<file path="src/rtl/alu_pkg.sv">
// Shared opcodes, FSM states and instruction field positions for the ALU issue controller.
// Build option ALU_ISSUE_FLAGS_EN (see alu_issue_ctrl) adds zero / divide-by-zero result flags.
package alu_pkg;

    localparam int ALU_DATA_W = 8;
    localparam int REG_AW     = 2;

    localparam logic [3:0] OP_LDI      = 4'b0000;
    localparam logic [3:0] OP_ADD      = 4'b0001;
    localparam logic [3:0] OP_SUBTRACT = 4'b0010;
    localparam logic [3:0] OP_MULTIPLY = 4'b0011;
    localparam logic [3:0] OP_DIVIDE   = 4'b0100;
    localparam logic [3:0] OP_AND      = 4'b0101;
    localparam logic [3:0] OP_OR       = 4'b0110;
    localparam logic [3:0] OP_NOT_OP1  = 4'b0111;
    localparam logic [3:0] OP_NOT_OP2  = 4'b1000;

    localparam int OP_MSB  = 15;
    localparam int OP_LSB  = 12;
    localparam int RD_MSB  = 11;
    localparam int RD_LSB  = 10;
    localparam int RS1_MSB = 9;
    localparam int RS1_LSB = 8;
    localparam int RS2_MSB = 7;
    localparam int RS2_LSB = 6;
    localparam int IMM_MSB = 7;
    localparam int IMM_LSB = 0;

    typedef enum logic [1:0] {
        ST_IDLE = 2'd0,
        ST_EXEC = 2'd1,
        ST_WB   = 2'd2
    } state_t;

    function automatic logic is_alu_op(input logic [3:0] op);
        return (op >= OP_ADD) && (op <= OP_NOT_OP2);
    endfunction

endpackage

</file>
<file path="src/rtl/alu_issue_regfile.sv">
// 4x8 register file: two asynchronous read ports, one synchronous write port.
// Synchronous active-high reset clears every entry; reset wins over a same-cycle write.
module alu_issue_regfile
    import alu_pkg::*;
#(
    parameter int DATA_W   = 8,
    parameter int NUM_REGS = 4
) (
    input  logic              clk,
    input  logic              rst,
    input  logic              we_i,
    input  logic [REG_AW-1:0] waddr_i,
    input  logic [DATA_W-1:0] wdata_i,
    input  logic [REG_AW-1:0] raddr1_i,
    input  logic [REG_AW-1:0] raddr2_i,
    output logic [DATA_W-1:0] rdata1_o,
    output logic [DATA_W-1:0] rdata2_o
);

    logic [DATA_W-1:0] mem_q [NUM_REGS];

    always_ff @(posedge clk) begin
        if (rst) begin
            for (int i = 0; i < NUM_REGS; i++) begin
                mem_q[i] <= '0;
            end
        end else if (we_i) begin
            mem_q[waddr_i] <= wdata_i;
        end
    end

    assign rdata1_o = mem_q[raddr1_i];
    assign rdata2_o = mem_q[raddr2_i];

endmodule

</file>
<file path="src/rtl/alu_issue_ctrl.sv">
// Issues one instruction at a time to an external combinational ALU and writes the result back.
// Latency: ALU op res_valid 2 cycles after accept, LDI 1 cycle; result held until res_ready.
// Optional ALU_ISSUE_FLAGS_EN adds res_zero / res_divz outputs, valid with res_valid.
module alu_issue_ctrl
    import alu_pkg::*;
#(
    parameter int DATA_W   = 8,
    parameter int NUM_REGS = 4
) (
    input  logic              clk,
    input  logic              rst,
    input  logic              instr_valid,
    output logic              instr_ready,
    input  logic [15:0]       instr,
    output logic [3:0]        alu_opcode,
    output logic [DATA_W-1:0] alu_operand1,
    output logic [DATA_W-1:0] alu_operand2,
    input  logic [DATA_W-1:0] alu_result,
    output logic              res_valid,
    input  logic              res_ready,
    output logic [DATA_W-1:0] res_data,
    output logic [REG_AW-1:0] res_rd,
    output logic              illegal
`ifdef ALU_ISSUE_FLAGS_EN
    ,
    output logic              res_zero,
    output logic              res_divz
`endif
);

    state_t              state_q, state_d;
    logic [3:0]          opc_q, opc_d;
    logic [DATA_W-1:0]   op1_q, op1_d;
    logic [DATA_W-1:0]   op2_q, op2_d;
    logic [DATA_W-1:0]   res_data_q, res_data_d;
    logic [REG_AW-1:0]   rd_q, rd_d;
    logic                illegal_q, illegal_d;
    logic                wb_first_q, wb_first_d;
`ifdef ALU_ISSUE_FLAGS_EN
    logic                divz_q, divz_d;
`endif

    logic [3:0]          in_op;
    logic [DATA_W-1:0]   rf_rdata1, rf_rdata2;
    logic                rf_we;

    assign in_op = instr[OP_MSB:OP_LSB];

    // Operands are read straight from the incoming instruction so they can be
    // registered at accept time and stay stable throughout EXEC.
    alu_issue_regfile #(
        .DATA_W   (DATA_W),
        .NUM_REGS (NUM_REGS)
    ) u_regfile (
        .clk      (clk),
        .rst      (rst),
        .we_i     (rf_we),
        .waddr_i  (rd_q),
        .wdata_i  (res_data_q),
        .raddr1_i (instr[RS1_MSB:RS1_LSB]),
        .raddr2_i (instr[RS2_MSB:RS2_LSB]),
        .rdata1_o (rf_rdata1),
        .rdata2_o (rf_rdata2)
    );

    assign rf_we = (state_q == ST_WB) && wb_first_q;

    always_comb begin
        state_d    = state_q;
        opc_d      = 4'b0000;
        op1_d      = op1_q;
        op2_d      = op2_q;
        res_data_d = res_data_q;
        rd_d       = rd_q;
        illegal_d  = 1'b0;
        wb_first_d = 1'b0;
`ifdef ALU_ISSUE_FLAGS_EN
        divz_d     = divz_q;
`endif
        case (state_q)
            ST_IDLE: begin
                if (instr_valid) begin
                    if (in_op == OP_LDI) begin
                        rd_d       = instr[RD_MSB:RD_LSB];
                        res_data_d = instr[IMM_MSB:IMM_LSB];
                        wb_first_d = 1'b1;
                        state_d    = ST_WB;
`ifdef ALU_ISSUE_FLAGS_EN
                        divz_d     = 1'b0;
`endif
                    end else if (is_alu_op(in_op)) begin
                        rd_d    = instr[RD_MSB:RD_LSB];
                        opc_d   = in_op;
                        op1_d   = rf_rdata1;
                        op2_d   = rf_rdata2;
                        state_d = ST_EXEC;
`ifdef ALU_ISSUE_FLAGS_EN
                        divz_d  = (in_op == OP_DIVIDE) && (rf_rdata2 == '0);
`endif
                    end else begin
                        illegal_d = 1'b1;
                    end
                end
            end
            ST_EXEC: begin
                res_data_d = alu_result;
                wb_first_d = 1'b1;
                state_d    = ST_WB;
            end
            ST_WB: begin
                if (res_ready) begin
                    state_d = ST_IDLE;
                end
            end
            default: begin
                state_d = ST_IDLE;
            end
        endcase
    end

    always_ff @(posedge clk) begin
        if (rst) begin
            state_q    <= ST_IDLE;
            opc_q      <= '0;
            op1_q      <= '0;
            op2_q      <= '0;
            res_data_q <= '0;
            rd_q       <= '0;
            illegal_q  <= 1'b0;
            wb_first_q <= 1'b0;
`ifdef ALU_ISSUE_FLAGS_EN
            divz_q     <= 1'b0;
`endif
        end else begin
            state_q    <= state_d;
            opc_q      <= opc_d;
            op1_q      <= op1_d;
            op2_q      <= op2_d;
            res_data_q <= res_data_d;
            rd_q       <= rd_d;
            illegal_q  <= illegal_d;
            wb_first_q <= wb_first_d;
`ifdef ALU_ISSUE_FLAGS_EN
            divz_q     <= divz_d;
`endif
        end
    end

    // Gated with rst so nothing is offered while reset is held.
    assign instr_ready  = (state_q == ST_IDLE) && !rst;
    assign alu_opcode   = opc_q;
    assign alu_operand1 = op1_q;
    assign alu_operand2 = op2_q;
    assign res_valid    = (state_q == ST_WB);
    assign res_data     = res_data_q;
    assign res_rd       = rd_q;
    assign illegal      = illegal_q;
`ifdef ALU_ISSUE_FLAGS_EN
    assign res_zero     = (state_q == ST_WB) && (res_data_q == '0);
    assign res_divz     = (state_q == ST_WB) && divz_q;
`endif

endmodule

</file>
<file path="config.mk">
export PLATFORM = sky130hd
export DESIGN_NAME = alu_issue_ctrl
export DESIGN_NICKNAME = d
export VERILOG_FILES = /design/src/rtl/alu_pkg.sv /design/src/rtl/alu_issue_regfile.sv /design/src/rtl/alu_issue_ctrl.sv
export SDC_FILE = /design/constraint.sdc
export NUM_CORES = 1
export LEC_CHECK = 0
export CORE_MARGIN = 2
export CORE_UTILIZATION = 39
export DETAILED_ROUTE_END_ITERATION = 8
export DONT_BUFFER_PORTS = 1
export SYNTH_ARGS = -nofsm -noshare
export SYNTH_HDL_FRONTEND = slang
export SYNTH_SLANG_ARGS = --single-unit
</file>
<file path="constraint.sdc">
create_clock -name clk -period 1.8 [get_ports clk]
set_clock_uncertainty 0.15 [all_clocks]
set_input_delay 0.36 -clock clk [delete_from_list [all_inputs] [get_ports clk]]
set_output_delay 0.36 -clock clk [all_outputs]
set_load 0.02 [all_outputs]
</file>
---- After elaboration in Yosys (flattened, before gate mapping) ----
Memories as Yosys holds them, arrays and structs flattened. A register that Yosys moved wholly into a read port is not among the register bits.
Index checks and enable logic that the tools add are counted.
cells by class
  bitwise logic cells ..................... 4
  div/mod/pow operators ................... 0
  muxes and demuxes ....................... 22
  reduce and logical (&&, ||, !) cells .... 15
  multiply operators ...................... 0
  $add $sub $neg .......................... 0
  eq/ne operators ......................... 6
  shifts and indexed selects .............. 0
  magnitude comparators ................... 2
operator list
  kind                number
  $mux 8              3
  $pmux 8 s2          1
  $mux 2              7
  $mux 1              9
  $reduce_and 3->1    3
  $reduce_or 8->1     1
  $pmux 2 s3          1
  $reduce_or 5->1     1
  $ge 4x1->1 const B  1
  $le 4x4->1 const B  1
  $logic_not 4->1     1
  $ne 2x2->1 const B  2
  $not 1->1           4
  $reduce_and 4->1    1
  $reduce_bool 2->1   2
  $reduce_or 4->1     1
  $logic_and 1x1->1   3
  $ne 3x3->1 const B  1
  $eq 2x1->1 const B  1
  $eq 2x2->1 const B  1
  $logic_not 2->1     1
  $ne 2x1->1 const B  1
  $pmux 1 s2          1
  $logic_not 1->1     1
word-level totals
  ROM bits ................................ 0
  input bits .............................. 28
  memories kept ........................... 1
  output and inout bits ................... 33
  word-level logic and storage cells ...... 56
  RAM bits ................................ 32
  bits in registers ....................... 18
  bits in latches ......................... 0
memories
  memory           depth  width  read ports  clocked after Yosys merged registers in  write ports  RTL line                 text
  u_regfile.mem_q  4      8      2           2                                        4            alu_issue_regfile.sv:20  logic [DATA_W-1:0] mem_q [NUM_REGS];

---- Longest topological paths before layout ----
Gate-level depths: netlist of run 1.
  word-level depth ........................ 7
  mapped depth ............................ 6
  mapped depth without buffers ............ 3

---- By module ----
A second synthesis of run 1 with hierarchy kept.
second synthesis, totals
  cells, all modules ...................... 242
  area, all modules ....................... 3,179.3 µm²
by module, submodules not included
  module             seq. area each (µm²)  cells each  instances  area an instance (µm²)
  alu_issue_regfile  960.9                 94          1          1,671.6
  alu_issue_ctrl     680.7                 148         1          1,507.7

---- Least setup slack after synthesis of run 1 ----
OpenSTA, ideal clock, no wires.
  path type ............................... input to register
  from .................................... in rst
  to ...................................... mem u_regfile.mem_q[0][0], enable pin
  setup slack ............................. -0.012 ns
  stages .................................. 5
  setup time .............................. 0.309 ns
  arrival ................................. 1.353 ns
  cell sequence ........................... clkbuf_1 > nor4b_1 > and3b_1 > clkbuf_1 > or2_2
RTL lines
  item         RTL line                 text
  from (decl)  alu_issue_ctrl.sv:11     input logic rst,
  to (decl)    alu_issue_regfile.sv:20

---- Worst setup path in the final report of run 1 ----
  from .................................... reg state_q[1]
  to ...................................... reg wb_first_q
on the way
  longest elaborated chain between the ends .. 2
  elaborated cells on any way between the ends .. 3
  those cells by class .................... 1 x eq/ne; 1 x mux; 1 x reduce/logical
ends and longest elaborated chain
  item                                                  RTL line               text
  from (decl)                                           alu_issue_ctrl.sv:31   state_t state_q, state_d;
  from (signal assigned)                                alu_issue_ctrl.sv:135  state_q <= state_d;
  $eq 2x1->1 / $logic_not 2->1 (equally long branches)  alu_issue_ctrl.sv:80   case (state_q)
  $pmux 1 s2 (*)                                        alu_issue_ctrl.sv:80
  to (signal assigned)                                  alu_issue_ctrl.sv:142  wb_first_q <= wb_first_d;
  to (decl)                                             alu_issue_ctrl.sv:38   logic wb_first_q, wb_first_d;
Every way passes the cells marked *; elsewhere a longest branch is shown, timed or not.
A chain may end at the register's enable or synchronous reset.

==> results of run 1 <==
[through the flow]
stage / std cells / instance area [um2] / setup WS [ns]
after CTS: 375 / 3507 / 0.001299
final: 375 / 3511 / 0.08869
after global placement: 353 / 3262 / 0.1665
after global routing: 375 / 3511 / 0.006103
after floorplan: 263 / 3157 / -0.01239
after detailed placement: 353 / 3262 / 0.1392
[cells in the mapped netlist, drive strengths merged, types with 2 or more instances]
library cell | instances | area (um2)
and2 | 35 | 219.0
dfxtp | 34 | 680.7
edfxtp | 32 | 960.9
a21oi | 19 | 95.09
buf | 19 | 125.1
o31ai | 17 | 141.4
mux4 | 16 | 360.4
nand4 | 16 | 100.1
clkbuf | 10 | 37.54
nand3 | 10 | 50.05
o21ai | 10 | 50.05
a311oi | 8 | 70.07
nor2 | 8 | 30.03
nor3 | 4 | 25.02
and3b | 3 | 26.28
or2 | 3 | 18.77
nand2 | 2 | 7.510
nand2b | 2 | 12.51
nor3b | 2 | 25.02
nor4 | 2 | 27.53
or3b | 2 | 17.52
[metal layers]
metal	routed length (um)	track usage	share of wire	vias to the layer above
li1	-	-	-	1021
met1	3299	0.2417	0.44	1022
met2	3556	0.2780	0.48	63
met3	465	0.05457	0.062	12
met4	146	0.07609	0.020	0
met5	0	0	0	-
[final timing paths]
| check | depth (start not counted) | endpoint | startpoint | slack (ns) |
|---|---|---|---|---|
| setup / recovery | 5 | wb_first_q | state_q[1] | 0.09 |
| hold / removal | 2 | res_rd[0] | instr[10] | 0.03 |
| setup reg to reg | 5 | wb_first_q | state_q[1] | 0.09 |
| hold reg to reg | 2 | alu_operand2[0] | alu_operand2[0] | 0.42 |
[registers in the layout, summed over array words and instances, names as in the netlist]
name             cells
alu_opcode           4
alu_operand1         8
alu_operand2         8
illegal              1
res_data             8
res_rd               2
state_q              2
u_regfile.mem_q     32
wb_first_q           1
[what timing repair did]
item,4_1_cts,5_1_grt
endpoints found under the setup margin,0,14
hold buffers,6,0
endpoints found under the hold margin,34,0
resized for setup,0,2
[cell type report]
cell class                 instances  area (um2)  share of cell area
clock buffer                      10       127.6             0.03635
clock inverter                     6       57.56             0.01639
multi-input combinational        168        1353              0.3852
sequential                        66        1643              0.4679
tap                              102       127.6             0.03635
timing repair buffer              23       202.7             0.05773
[worst max-delay path, cell delays in order, from the launching register on]
cell and delay, ns:
sky130_fd_sc_hd__dfxtp_2 0.37, sky130_fd_sc_hd__nor3b_2 0.19, sky130_fd_sc_hd__buf_4 0.19, sky130_fd_sc_hd__nand2_1 0.08, sky130_fd_sc_hd__a21oi_1 0.13, sky130_fd_sc_hd__dlygate4sd3_1 0.55
[logic make-up (layout without fill, tap and decap cells)]
| kind of cell | Yosys count | in the layout | share of synthesized area |
|---|---|---|---|
| multiplexers | 16 | 16 | 0.1142 |
| flip-flops | 66 | 66 | 0.5200 |
| buffers and inverters | 29 | 39 | 0.05153 |
| AND/OR/NAND/NOR | 95 | 95 | 0.1934 |
| AO/OA/AOI/OAI | 57 | 57 | 0.1209 |
[cell usage in the layout, fill, tap and decap left out, drive strengths merged, types with 3 or more instances in the layout]
cell and instances:
o31ai 17, edfxtp 32, dlygate4sd3 5, and2 35, and3b 3, nor2 8
a21oi 19, a311oi 8, buf 17, nand3 10, or2 3, mux4 16
clkbuf 10, nor3 4, clkinv 3, o21ai 10, dfxtp 34, nand4 16
[report_power, final]
group | switching, uW | leakage (uW) | total (uW) | internal [uW]
combinational | 144 | 0.000533 | 273 | 130
sequential | 91.1 | 0.000608 | 1720 | 1630
clock | 557 | 0.0000874 | 1180 | 628
total | 791 | 0.00123 | 3180 | 2390
==> run summary, run 1 <==
The static leakage is 0.001228 uW. The post-synthesis area per instance is ~12 um2. The largest net degree at the start of global routing is 31. Setup repair after global routing left no endpoint under its margin.

The detailed-routing iteration count for the pre-antenna-repair pass is 4. The number of nets still failing antenna checks after routing is 0. For this run, the post-layout net count is just under 300. The count of max-cap constraint violations came out at 0. The mean number of vias per cell came out at 5.648. The effective utilization at floorplan came out at 0.4064. The count of distinct cell types in the synthesized netlist came out at 38. The most used flip-flop cell after synthesis is sky130_fd_sc_hd__dfxtp_1. The worst setup path is of the register to register kind. CTS placed an instance of sky130_fd_sc_hd__clkbuf_8 at the clock tree root. After detailed routing, the average wire length per cell comes to 19.91 um. The endpoint arrival time on the critical path came out at 1.85 ns. The number of rows created at floorplan came out at 32. The worst IR drop on VDD is 386.1 uV.

After clock tree synthesis, the setup repair step added 0 buffers. The flow ran to the end, and the final reports show no timing, DRC or antenna violations. The H-tree was split into 3 levels. The final setup TNS is 0 ns. At the end of the flow the core is filled with cells to 0.4520. The count of warnings emitted by yosys is 0. The final antenna diode count is 0. Dividing the final minimum period by the clock period gives 0.9507. The worst setup path is launched from a register. The clock period could shrink to ~1.7 ns. The clock reaches the later pin of the worst-skew pair after 0.34 ns. For this run the aggregate overflow at the end of global routing stands at 0. TritonCTS built the clock tree. The maximum count of clock buffers along a single path is 2. The number of nets handed over by synthesis was 291.

The final max-slew violation count is 0. The flop and latch count out of synthesis came out at 66. The placed wire-length estimate after detailed placement came out at roughly 5.1 mm. The async set-or-reset flop fraction in the synthesized netlist came out at 0.

The headroom to the max-slew limit is 0.2623. The placeable core area is between 0.007 and 0.008 mm2. Of all nets on the critical path, the largest fanout is 10.

The synthesized netlist cell count came out at approximately 260. In this run the tool buffered the top-level ports with 0 buffer cells. The global-route wire length before repair came out at 11.94 mm. In the final layout, the share of cells above drive strength 1 is 0.2088. The number of remaining DRC errors came out at 0. The actual slew at the worst max-slew pin is approximately 1.1 ns. The area added between synthesis and finish is 11.22%. The synthesized cell area is roughly 0.0032 mm2. For this block, the initial DRC count from the detailed router was 95.

The final worst hold slack came out at 0.02885 ns. The chip height came out at 93.97 um. The fmax is approximately 0.58 GHz. The fill cell instance count of the final layout is 748. For this design, the sink count on the clock tree is 66. The number of CTS-inserted buffers is 9. The routability-driven placement congestion ratio is 0.7681. The boundary pin count came out at between 60 and 70. The clock slew at the register clock pins of the worst setup and hold paths came out at roughly 0.070 ns.

The number of failing hold endpoints at the final stage came out at 0. The detailed-route via count is 2118. Summing internal, switching and leakage power gives roughly 3200 uW.

The via count of the first global-routing pass came to 2188. The sum of routed wire length over all layers is 7.468 mm. Across every metal layer, demand over resource in global routing totals 0.1823. The worst setup path is captured at a register. The number of synthesized flops with an enable pin is 32.

Power spread over the standard cell area amounts to 906.1 mW/mm2. The die is about 94 um wide. The number of antenna violations at the first check in global routing is 0.

For this run, the register share of the synthesized area comes to 0.5200. Setup violations remaining at the end of the flow were counted as 0. The area of the die came out at 0.008830 mm2. For the worst setup path, the data required time is 1.93 ns.

In this run the worst hold path is classified as input port to register.
No activity file was read; power rests on OpenSTA's default activity.
==> run 2, diff against run 1 <==
--- a/config.mk
+++ b/config.mk
@@ -11,4 +11,5 @@
 export DONT_BUFFER_PORTS = 1
 export SYNTH_ARGS = -nofsm -noshare
 export SYNTH_HDL_FRONTEND = slang
+export SYNTH_HIERARCHICAL = 1
 export SYNTH_SLANG_ARGS = --single-unit
==> run summary, run 2 <==
The flow ran to the end, and the final reports show no timing, DRC or antenna violations. The startpoint identified for the worst hold timing path is instr[12]. The clock reaches the later pin of the worst-skew pair after 0.33 ns. The analysis attributes to cell leakage a power of 0.001218 uW. The period utilization came out at 0.9426. The placeable core area is 0.007807 mm2. For this design the ratio of total power to cell area is 854.0 mW/mm2. The share of layout cells above drive strength 1 came out at 0.2296. The aggregate global-route resource usage came out at 0.1473. The port buffer count is 0. Counting instances in the post-synthesis netlist gives the leading cell types as 34 x sky130_fd_sc_hd__dfxtp_1, 33 x sky130_fd_sc_hd__nand2b_1, 32 x sky130_fd_sc_hd__edfxtp_1. The critical path capture point type is a register.

The cell at the root of the clock tree is sky130_fd_sc_hd__clkbuf_8. The async set-or-reset flop fraction in the synthesized netlist came out at 0. The routability-driven placement congestion ratio is 0.7639.

Of the post-synthesis cell area, the dominant cell type holds 0.3022. For this run, the detailed router's first-pass iteration total came to 4. The average wire length per cell after detail routing is 16.91 um.

The synthesized netlist cell count is 242. The mean number of vias per cell is 5.150. The setup slack of the most critical reg-to-reg path is 0.10 ns. The beginning of the worst register-to-register path is state_q[1]. From bottom edge to top edge, the die measures 94.29 um. The flop and latch count out of synthesis is 66. The headroom to the max-slew limit came out at 0.6459.

Leaving out fill and tap cells, the most frequent cells in the layout are 34 x sky130_fd_sc_hd__dfxtp_1, 33 x sky130_fd_sc_hd__nand2b_1, 32 x sky130_fd_sc_hd__edfxtp_1. The endpoint arrival time on the critical path came out at about 1.8 ns. The setup violation total in the final timing report is 0. The number of nets still failing antenna checks after routing is 0.

The worst hold path belongs to the class input port to register. TritonCTS built the clock tree. The boundary pin count is just over 60. The number of CTS-inserted buffers is 9. The post-synthesis area per instance came out at 13.14 um2. Fill cells in the final layout number approximately 740.

The number of rows created at floorplan came out at 32. The final cell utilization of the core is 0.4535. The library cell used most frequently in the layout, excluding fill and tap cells, is sky130_fd_sc_hd__dfxtp_1.

The number of sinks on the clock net is 66. The number of synthesized flops with an enable pin came out at 32. Buffers added to address setup during post-CTS repair amount to 0.

The worst setup path is of the register to register kind. The register area is 0.001642 mm2. The final max-slew violation count is 0. The via count of the first global-routing pass came to between 1500 and 2000. The final setup TNS came out at 0 ns.

The die is 94.29 um wide. The most frequently used cell type in the post-synthesis netlist is sky130_fd_sc_hd__dfxtp_1. Across the VDD grid, the largest voltage drop is around 420 uV.

The actual slew at the worst max-slew pin came out at between 0.5 and 0.6 ns. For this run, the number of Yosys warnings is 6. The DRC violation total after the first TritonRoute iteration is between 40 and 50.

The number of antenna violations at the first check in global routing is 0. The CTS H-tree depth came out at 3. The worst hold path passes through 3 cells. Setup repair after global routing left no endpoint under its margin.

Synthesis instantiated 35 different standard cells from the library. Ranked by flip-flop count, first place goes to u_regfile/mem_q. STA classifies the critical path startpoint as a register. The worst reg-to-reg path cell count is 5. For this run, the leading register cell type out of synthesis is sky130_fd_sc_hd__dfxtp_1. The area added between synthesis and finish is 11.37%. After detailed routing, the number of remaining DRC violations is 0. The count of max-cap constraint violations came out at 0. The combined area of the multi-input logic cells is 0.001471 mm2. The number of flip-flops under the largest register name is 32. The final antenna diode count is 0. The maximum count of clock buffers along a single path came out at 2. The number of failing hold endpoints at the final stage is 0. The area of the die is slightly below 0.009 mm2. In this run the critical register-to-register path is captured at alu_operand1[1]. In this run the worst path has a maximum fanout of 16. The fmax came out at 0.5894 GHz. The total number of nets in the final design came out at 280. sky130_fd_sc_hd__edfxtp_1 takes more of the synthesized area than any other cell.

The clock period minus final worst setup slack came out at 1.697 ns. The sequential area share after synthesis came out at 0.5163. Entering global routing, the biggest net connects 43 pins. The routed layout has about 1800 vias.

The placed wire-length estimate after detailed placement came out at approximately 4.2 mm. The global-route wire length before repair is 9.756 mm. The cell area that synthesis handed to floorplanning was 0.003179 mm2. For this run the aggregate overflow at the end of global routing stands at 0.

The data required time of the critical path is ~1.9 ns. Sorting the synthesized cells by area gives the leading types as sky130_fd_sc_hd__edfxtp_1 30%, sky130_fd_sc_hd__dfxtp_1 21%, sky130_fd_sc_hd__mux4_2 11%. The sum of routed wire length over all layers came out at 6.071 mm.

The clock slew at the register clock pins of the worst setup and hold paths is ~0.07 ns. The synthesized netlist net count is 270. For hold timing, the worst endpoint is alu_opcode[3]. The effective utilization at floorplan came out at 0.4072.
[run 2: repair_timing]
action,4_1_cts,5_1_grt
endpoints found under the hold margin,18,0
hold buffers,5,0
setup endpoints to repair,13,40
gates resized for setup,0,5
pin swaps,0,1
[run 2: worst max path at each step]
stage / startpoint / end / slack [ns] / cells after the start
floorplan: state_q[1] / u_regfile/mem_q[0][0] / -0.02 / 4
global placement: state_q[0] / u_regfile/mem_q[0][3] / 0.07 / 4
detailed placement: state_q[0] / u_regfile/mem_q[0][3] / -0.01 / 4
CTS: state_q[0] / u_regfile/mem_q[0][1] / -0.03 / 4
global route: state_q[0] / u_regfile/mem_q[0][4] / 0.008 / 4
finish: state_q[1] / alu_operand1[1] / 0.10 / 5
[run 2: through the flow]
step	cells	instance area (um2)	setup slack, ns	power, uW	hold slack (ns)
global placement	338	3314	0.06726	2022	0.2739
floorplan	242	3189	-0.01888	1984	0.3283
global route	359	3541	0.007692	3160	0.03473
CTS	359	3518	-0.03255	3059	0.02444
finish	359	3541	0.1034	3024	0.03783
detailed placement	338	3314	-0.01032	2027	0.2803
[run 2: worst max-delay path: stages, from the launching register on]
cell                      delay [ns]
sky130_fd_sc_hd__dfxtp_1        0.32
sky130_fd_sc_hd__buf_4          0.15
sky130_fd_sc_hd__or3b_4         0.43
sky130_fd_sc_hd__nor3_4         0.16
sky130_fd_sc_hd__buf_12         0.19
sky130_fd_sc_hd__mux2i_2        0.21
[run 2: layout make-up]
cell class,count,area share
multi-input combinational,160,0.4155
tap,102,0.03604
clock buffer,11,0.03710
inverter,1,0.001060
timing repair buffer,14,0.04028
sequential,66,0.4636
clock inverter,5,0.006360
[run 2: cell families (layout without fill, tap and decap cells)]
group / count (synthesis) / after routing / synth area share
DFF: 66 / 66 / 0.5163
AOI/OAI and AO/OA: 29 / 29 / 0.06415
buffers and inverters: 16 / 31 / 0.03109
and+or+nand+nor: 91 / 91 / 0.1995
muxes: 40 / 40 / 0.1889
[run 2: report_power, final]
part	total [uW]	internal, uW	switching [uW]
clock network	1010	484	530
registers	1730	1630	99.6
logic	275	158	117
[run 2: metal layers]
| layer | vias up | track usage | part of all wire |
|---|---|---|---|
| met5 | - | 0 | 0 |
| met4 | 0 | 0.06522 | 0.0086 |
| met3 | 4 | 0.04735 | 0.074 |
| met2 | 60 | 0.2214 | 0.46 |
| met1 | 870 | 0.1944 | 0.46 |
| li1 | 915 | - | - |
==> run 3, diff against run 2 <==
--- a/config.mk
+++ b/config.mk
@@ -5,8 +5,9 @@
 export SDC_FILE = /design/constraint.sdc
 export NUM_CORES = 1
 export LEC_CHECK = 0
+export CORE_ASPECT_RATIO = 2
 export CORE_MARGIN = 2
-export CORE_UTILIZATION = 39
+export CORE_UTILIZATION = 35
 export DETAILED_ROUTE_END_ITERATION = 8
 export DONT_BUFFER_PORTS = 1
 export SYNTH_ARGS = -nofsm -noshare
==> run summary, run 3 (synthesis gave the netlist of run 2 again) <==
The critical path capture point type is a register. The number of CTS-inserted buffers came out at 9. Subtracting the final worst setup slack from the clock period gives around 1.7 ns. Entering global routing, the biggest net connects 43 pins.

Power spread over the standard cell area amounts to just under 1000 mW/mm2. The first global-routing pass estimated 10.54 mm of wire. The share of layout cells above drive strength 1 came out at 0.2364. The longest clock path from root to sink contains 2 buffers. The actual slew at the worst max-slew pin came out at between 0.5 and 0.6 ns.

The initial utilization of the core area, before any placement, comes to 0.3576. The number of remaining DRC errors came out at 0. In the finished design, the share of the clock period the worst path needs comes to 0.9377.

The TritonCTS clock tree is done. The CTS H-tree depth came out at 3. Routability-driven placement finished with a final weighted congestion of between 0.7 and 0.8.

The detailed-routing iteration count for the pre-antenna-repair pass came out at 4. STA classifies the critical path startpoint as a register. The detailed-route via count came out at 1922.

The port buffer count came out at 0. At the worst endpoint, the required time is 1.84 ns. The number of failing hold endpoints at the final stage is 0. The final worst hold slack came out at 0.01974 ns. The endpoint arrival time on the critical path is 1.73 ns.

In this run the most critical hold path is launched from instr[14]. The design area came out at roughly 0.0037 mm2. The number of flip-flops under the largest register name is 32. More flip-flops sit in one register than any other, and that register is u_regfile/mem_q. Tracing the worst setup path back leads to its startpoint at state_q[1]. After clock tree synthesis, the clock-pin slew on the worst setup and hold paths is 0.05 ns.

The library cell used most frequently in the layout, excluding fill and tap cells, is sky130_fd_sc_hd__dfxtp_1. The count of max-cap constraint violations came out at 0. The aggregate global-route resource usage came out at 0.1420. Leaving out fill and tap cells, the most frequent cells in the layout are 34 x sky130_fd_sc_hd__dfxtp_1, 33 x sky130_fd_sc_hd__nand2b_1, 32 x sky130_fd_sc_hd__edfxtp_1. The static leakage came out at 0.001282 uW. The placed wire-length estimate after detailed placement is 5.120 mm. Setup repair after global routing left no endpoint under its margin. The maximum fanout encountered on the critical timing path came out at 8. The cell at the root of the clock tree is sky130_fd_sc_hd__clkbuf_16. The number of nets still failing antenna checks after routing is 0.

The area of the die came out at 0.009909 mm2. The chip height came out at 138.8 um. The area added between synthesis and finish is 14.88%. The worst pin sits at a relative slew slack of 0.6209. The sum of routed wire length over all layers is 6.585 mm.

The final setup TNS is 0 ns. The final max-slew violation count came to 0. The critical path is of the register to register type. The final antenna diode count came out at 0. The boundary pin count came out at 61. The source-to-sink clock delay at the later pin of the worst-skew pair came out at 0.32 ns. Setup violations remaining at the end of the flow were counted as 0. After the first detailed-routing iteration, the DRC count stood at 59.

The worst IR drop on VDD came out at 610.8 uV. In this run the horizontal extent of the chip is 71.40 um. The run finished with clean final reports. The setup slack of the most critical reg-to-reg path is 0.11 ns.

The min-delay analysis places its worst path in the category input port to register. The startpoint identified for the worst register-to-register timing path is state_q[1]. Summing all placed instances gives a cell area of 0.003344 mm2. The via count of the first global-routing pass is ~2200.

The placeable core area is between 0.008 and 0.009 mm2. The number of sinks on the clock net is 66. After floorplanning, the core was divided into 49 placement rows. The total number of nets in the final design came out at 282. The mean number of vias per cell is 5.339. Global routing finished with a remaining overflow of 0. The number of antenna violations at the first check in global routing came to 0.

In the final routed layout, each cell accounts on average for around 18 um. For this run, the top clock speed supported by timing is just under 0.6 GHz.
[run 3: cell types whose count changed in the layout (fill, tap and decap cells not counted), moves of 2 or more]
cell                            before  now
sky130_fd_sc_hd__clkbuf_16           0    9
sky130_fd_sc_hd__clkbuf_8            9    0
sky130_fd_sc_hd__buf_4               7   11
sky130_fd_sc_hd__dlygate4sd3_1       5    3
sky130_fd_sc_hd__o21bai_2            0    2
sky130_fd_sc_hd__o21bai_4            2    0
[run 3: repair_timing]
item                       in CTS  in global routing
hold buffers                    3                  0
gates resized for setup         0                  1
setup buffers                   0                  0
hold endpoints to repair       16                  0
setup endpoints to repair       0                 24
[run 3: power by group]
group | leakage [uW] | switching (uW) | internal [uW]
Clock | 0.000137 | 569 | 1050
Combinational | 0.000538 | 115 | 155
Sequential | 0.000608 | 103 | 1640
Total | 0.00128 | 787 | 2850
[run 3: final timing paths]
check,end,cells past startpoint
worst min register to register,state_q[1],2
worst min-delay path,alu_opcode[2],1
worst max-delay path,u_regfile/mem_q[0][6],4
worst max register to register,u_regfile/mem_q[0][6],4
[run 3: layer usage]
layer,routed length (um),part of all wire,global-route usage
met5,0,0,0
met1,2138,0.32,0.1239
met4,369,0.056,0.1112
met3,368,0.056,0.04070
met2,3709,0.56,0.2568
[run 3: final cells by class]
type | count | area (um2)
fillers | 799 | 5238
flip-flops and latches | 66 | 1642
multi-input cells | 160 | 1450
clock buffers | 11 | 232.7
repair buffers | 16 | 152.6
well taps | 102 | 127.6
clock inverters | 4 | 43.79
inverters | 1 | 3.754
[run 3: per-stage QoR]
stage          power (uW)  utilization  cells  setup slack [ns]
6_report             3634       0.4108    360            0.1121
5_1_grt              3764       0.4108    360          0.003837
4_1_cts              3695       0.4107    360           0.04736
3_5_place_dp         2039       0.3762    342           0.07668
3_3_place_gp         2030       0.3762    342            0.1331
2_1_floorplan        1984            -    242          -0.01888
[run 3: critical path: stages (launching register included)]
cell	delay [ns]
sky130_fd_sc_hd__dfxtp_1	0.42
sky130_fd_sc_hd__nor2b_2	0.19
sky130_fd_sc_hd__and2_2	0.21
sky130_fd_sc_hd__nor4b_4	0.38
sky130_fd_sc_hd__and2_2	0.22
